[src/rtl/uart_pkg.sv]
// Shared types for the UART transmit path.
// Byte width and the load-sequencer state encoding.
package uart_pkg;

    localparam int BYTE_W = 8;

    typedef enum logic [1:0] {
        IDLE,
        LOAD,
        WAIT_ACK,
        WAIT_DONE
    } tx_feed_state_t;

endpackage

[src/rtl/uart_tx_fifo_sync_fifo.sv]
// Byte FIFO: storage, modulo pointers, occupancy count, sticky overflow, flush.
// Ports: clk, reset, wr_en/wr_data push, rd_en pop, flush; rd_data, full, empty, count, overflow.
module sync_fifo #(
    parameter int DEPTH  = 16,
    parameter int ADDR_W = 4,
    parameter int BYTE_W = 8
) (
    input  logic              clk,
    input  logic              reset,
    input  logic              wr_en,
    input  logic [BYTE_W-1:0] wr_data,
    input  logic              rd_en,
    input  logic              flush,
    output logic [BYTE_W-1:0] rd_data,
    output logic              full,
    output logic              empty,
    output logic [ADDR_W:0]   count,
    output logic              overflow
);

    logic [BYTE_W-1:0] mem [DEPTH];
    logic [ADDR_W-1:0] wr_ptr;
    logic [ADDR_W-1:0] rd_ptr;
    logic              push;
    logic              pop;

    assign full    = (count == (ADDR_W+1)'(DEPTH));
    assign empty   = (count == '0);
    assign rd_data = mem[rd_ptr];

    // Full is judged before any same-edge pop, so a push into a full
    // FIFO is dropped even while a byte leaves.
    assign push = wr_en && !full && !flush;
    assign pop  = rd_en && !empty && !flush;

    always_ff @(posedge clk) begin
        if (push) begin
            mem[wr_ptr] <= wr_data;
        end
    end

    always_ff @(posedge clk) begin
        if (reset || flush) begin
            wr_ptr   <= '0;
            rd_ptr   <= '0;
            count    <= '0;
            overflow <= 1'b0;
        end else begin
            if (wr_en && full) begin
                overflow <= 1'b1;
            end
            if (push) begin
                wr_ptr <= wr_ptr + ADDR_W'(1);
            end
            if (pop) begin
                rd_ptr <= rd_ptr + ADDR_W'(1);
            end
            unique case ({push, pop})
                2'b10:   count <= count + (ADDR_W+1)'(1);
                2'b01:   count <= count - (ADDR_W+1)'(1);
                default: count <= count;
            endcase
        end
    end

endmodule

[src/rtl/uart_tx_fifo.sv]
// Byte FIFO plus load sequencer feeding the UART transmitter one byte at a time.
// Ports: txclk, reset, wr_en/wr_data/flush in; full, fifo_empty, count, overflow,
// ld_tx_data/tx_data to the transmitter, tx_empty from it, busy while a byte is in flight.
module uart_tx_fifo
    import uart_pkg::*;
#(
    parameter int DEPTH  = 16,
    parameter int ADDR_W = 4
) (
    input  logic              txclk,
    input  logic              reset,
    input  logic              wr_en,
    input  logic [BYTE_W-1:0] wr_data,
    input  logic              flush,
    output logic              full,
    output logic              fifo_empty,
    output logic [ADDR_W:0]   count,
    output logic              overflow,
    output logic              ld_tx_data,
    output logic [BYTE_W-1:0] tx_data,
    input  logic              tx_empty,
    output logic              busy
);

    tx_feed_state_t    state;
    tx_feed_state_t    state_n;
    logic              pop;
    logic [BYTE_W-1:0] rd_data;

    sync_fifo #(
        .DEPTH  (DEPTH),
        .ADDR_W (ADDR_W),
        .BYTE_W (BYTE_W)
    ) u_fifo (
        .clk      (txclk),
        .reset    (reset),
        .wr_en    (wr_en),
        .wr_data  (wr_data),
        .rd_en    (pop),
        .flush    (flush),
        .rd_data  (rd_data),
        .full     (full),
        .empty    (fifo_empty),
        .count    (count),
        .overflow (overflow)
    );

    assign busy = (state != IDLE);

    // A byte is only handed over from IDLE, so a second strobe cannot
    // be issued until tx_empty has dropped and returned.
    always_comb begin
        state_n = state;
        pop     = 1'b0;
        unique case (state)
            IDLE: begin
                if (!fifo_empty && tx_empty && !flush) begin
                    pop     = 1'b1;
                    state_n = LOAD;
                end
            end
            LOAD: begin
                state_n = WAIT_ACK;
            end
            WAIT_ACK: begin
                if (!tx_empty) begin
                    state_n = WAIT_DONE;
                end
            end
            WAIT_DONE: begin
                if (tx_empty) begin
                    state_n = IDLE;
                end
            end
        endcase
    end

    always_ff @(posedge txclk) begin
        if (reset) begin
            state      <= IDLE;
            ld_tx_data <= 1'b0;
            tx_data    <= '0;
        end else begin
            state      <= state_n;
            ld_tx_data <= pop;
            if (pop) begin
                tx_data <= rd_data;
            end
        end
    end

endmodule

[config.mk]
export PLATFORM = sky130hd
export DESIGN_NAME = uart_tx_fifo
export DESIGN_NICKNAME = d
export VERILOG_FILES = /design/src/rtl/uart_pkg.sv /design/src/rtl/uart_tx_fifo_sync_fifo.sv /design/src/rtl/uart_tx_fifo.sv
export SDC_FILE = /design/constraint.sdc
export NUM_CORES = 1
export LEC_CHECK = 0
export CORE_UTILIZATION = 60
export CTS_CLUSTER_DIAMETER = 40
export DETAILED_ROUTE_END_ITERATION = 16
export GPL_TIMING_DRIVEN = 0
export PLACE_DENSITY = 0.79
export SLEW_MARGIN = 20
export SYNTH_ARGS = -nofsm -noshare
export SYNTH_HDL_FRONTEND = slang
export SYNTH_SLANG_ARGS = --single-unit
export TNS_END_PERCENT = 50
[constraint.sdc]
create_clock -name txclk -period 3.75 [get_ports txclk]
set_input_delay 0.75 -clock txclk [delete_from_list [all_inputs] [get_ports txclk]]
set_output_delay 0.75 -clock txclk [all_outputs]
set_load 0.005 [all_outputs]
==> reports/qor.csv <==
stage,metric,value,unit
outcome,status,"finished, final reports clean",
finish,diode count,0,
logic_synthesis,Post-synth top cells,"edfxtp_1 (128), mux2i_1 (67), nor2_1 (43)",
critical_path,"Largest delay share family, worst path",compound AO/OA/AOI/OAI gates,
timing,Fin. Hold Viols,0,
critical_path,CP required,4.21,ns
placement,dpl hpwl,8384,um
cts,"Setup Fix Bufs, Post-CTS",0,
critical_path,crit path cell chain,clkdlybuf4s50_1 > inv_1 > a211oi_1 > inv_1 > ha_1 > ha_1 > nor2b_1 > o21ai_0 > nor4b_1 > o21ai_0 > a21oi_1,
timing,Period minus WS final,3.234,ns
timing,Worst Skew,0.006440,ns
finish,Final #Nets,501,
logic_synthesis,post-synthesis sequential area ratio,69.03,%
routing,mean number of vias per cell,5.950,
global_routing,met2 Use GR,39.26,%
cts,"Reg clk slew, reported paths",0.06,ns
logic_synthesis,Mapped Cells,425,
timing,unrepaired setup endpoints after global routing,false,
critical_path,CP Launch Type,input pin,
die,die height,104.4,um
die,width of the die,104.4,um
cts,Max clock buf depth,2,
global_routing,Global Route met1 Usage,34.08,%
cts,clk sinks,153,
finish,final std cells w/o fill,623,
critical_path,Critical Path Slowest Stage Cell,a211oi_1,
timing,setup_tns,0,ns
routing,DR iter-0 viols,348,
timing,worst slew pin tran,0.8474,ns
timing,final worst setup slack,0.5164,ns
routing,remaining antenna violation count after routing,0,
logic_synthesis,"count leader, synth",edfxtp_1,
placement,PortBufs,30,
critical_path,CP Data Arrival Time,3.70,ns
placement,placer congestion estimate,0.8554,
placement,setup slack after placement,0.01499,ns
pwr,LEAKAGE,2.276,nW
critical_path,CP peak stage delay,0.66,ns
logic_synthesis,"Top FF cell, synth",edfxtp_1,
min_path,worst min-delay path category,reg -> reg,
logic_synthesis,Yosys top cell area share,61.07,%
routing,routed wire length,12680,um
cts,"Clk Latency, worst-skew pair",0.53,ns
logic_synthesis,Post-synth ARST share,0,%
routing,vias post-DR,3707,
routing,routed length per placed instance,20.36,um
global_routing,GR peak layer,met2,
finish,Area Growth Syn to Fin,16.16,%
die,Placeable Area,0.01023,mm2
logic_synthesis,leading post-synthesis cells by cell area,"edfxtp_1 (61%), mux2i_1 (11%), dfxtp_1 (8.0%)",
finish,final core occ,71.46,%
cts,H-Tree Level Count,4,
critical_path,buffer and inverter count on the worst path,3,
timing,Final Max Slew Viols,0,
global_routing,grt ovf,0,
cts,clk root buf,clkbuf_8,
global_routing,Tot GR Track Use,25.30,%
global_routing,largest net degree at the start of global routing,17,
logic_synthesis,"EDFF count, synth",128,
global_routing,initial antenna violation count,0,
timing,Max-Slew Margin vs Limit,43.30,%
logic_synthesis,YS warnings,0,
logic_synthesis,Mapped Area,0.006294,mm2
cts,CTS tree,built,
cts,CTS Buf Count,17,
critical_path,critical path type,in -> reg,
cts,hold_buf cts,0,
logic_synthesis,Syn Area/Cell,14.81,um2
pwr,Peak VDD IR,0.3791,mV
global_routing,vias in the first global route,3639,
die,Boundary Pins,31,
routing,Initial DRT Pass Iterations,5,
flow_run,max-cap violation count,0,
critical_path,Crit Path Max Fanout,6,
logic_synthesis,post-synthesis register bit count,153,
logic_synthesis,distinct cell type count after synthesis,39,
global_routing,met3 GRT Util,6.391,%
die,FP Rows,37,
routing,DRC viols,0,
placement,Placed Cells,591,
timing,Max Freq,0.3093,GHz
die,Die ar.,0.01090,mm2
die,Starting Density,61.51,%
critical_path,CP Capture Type,flop,
timing,final setup fails,0,
finish,layout cells sized above 1,10.27,%
pwr,PwrDens,486.2,mW/mm2
timing,fin crit share,86.23,%
global_routing,first-pass GRT wire length,19790,um
logic_synthesis,Synth area leader,edfxtp_1,
logic_synthesis,syn_nets,452,
cts,Post-CTS Resized,0,
==> layout by cell type (no fill, tap or decap), types with 3 or more instances in the layout <==
master / count
buf_1: 3
o221ai_1: 6
o21ai_0: 8
xor2_1: 5
nor3_2: 4
nor2b_1: 3
a211oi_1: 4
ha_1: 13
buf_4: 6
nor3_1: 3
clkbuf_1: 15
inv_1: 13
a21oi_1: 6
clkbuf_8: 3
xnor2_1: 3
nand2b_1: 6
nand3b_1: 3
nand2_1: 9
buf_2: 3
clkbuf_16: 17
mux2i_1: 67
o22ai_1: 26
a311oi_1: 6
dfxtp_1: 25
clkinv_2: 4
nor2_1: 43
clkdlybuf4s50_1: 30
edfxtp_1: 128
==> sequential cells by signal, summed over array words and instances, names as in the netlist <==
name and count:
tx_data 8, ld_tx_data 1, state 2, u_fifo.overflow 1, u_fifo.wr_ptr 4, u_fifo.mem 128
u_fifo.count 5, u_fifo.rd_ptr 4
==> worst min-delay path: stages, from the launching register on <==
cell     delay, ns
dfxtp_1       0.33
a21oi_1       0.04
nor2_1        0.07
==> final cells by class <==
| class | instances | area, um2 |
|---|---|---|
| Clock buffer | 24 | 481.7 |
| Fill cell | 643 | 2920 |
| Timing Repair Buffer | 30 | 300.3 |
| Inverter | 13 | 48.80 |
| Multi-Input combinational cell | 236 | 1808 |
| Tap cell | 136 | 170.2 |
| Buffer | 23 | 112.6 |
| Sequential cell | 153 | 4344 |
| Clock inverter | 8 | 45.04 |
==> where the power goes <==
part           internal [mW]  leakage, nW  switching [mW]
clock network          0.882        0.266           0.628
registers               1.86         1.36          0.0111
logic                 0.0737        0.654           0.102
total                   2.81         2.28           0.741
==> cells by family (layout without fill, tap and decap cells) <==
| group | Yosys count | in the layout | synth area share [%] |
|---|---|---|---|
| AND/OR/NAND/NOR | 87 | 87 | 6.958 |
| buffers and inverters | 36 | 98 | 2.565 |
| XOR/XNOR | 8 | 8 | 1.113 |
| AO/OA/AOI/OAI | 60 | 60 | 6.779 |
| flip-flops | 153 | 153 | 69.03 |
| multiplexers | 67 | 67 | 10.66 |
| adder cells (fa/ha/maj) | 14 | 14 | 2.903 |
==> per-stage QoR <==
stage,instance area [um2],hold slack [ns],total power [mW]
floorplan,6294,0.4604,1.996
global placement,6764,0.4499,2.067
detailed placement,6779,0.4597,2.078
CTS,7306,0.4739,3.565
global route,7311,0.5386,3.655
finish,7311,0.4728,3.555
==> final timing paths <==
check	from	endpoint	slack, ns	depth (start not counted)
hold reg to reg	u_fifo.overflow	u_fifo.overflow	0.47	2
setup reg to reg	state[0]	u_fifo.count[4]	0.54	13
hold / removal	u_fifo.overflow	u_fifo.overflow	0.47	2
setup / recovery	wr_en	u_fifo.count[4]	0.52	11
==> per-layer routing <==
metal  vias to the layer above  share of wire [%]
li1                       1720                  -
met1                      1808                 43
met2                       153                 48
met3                        26                6.4
met4                         0                2.2
met5                         -                  0
(Power assumes the default switching activity.)
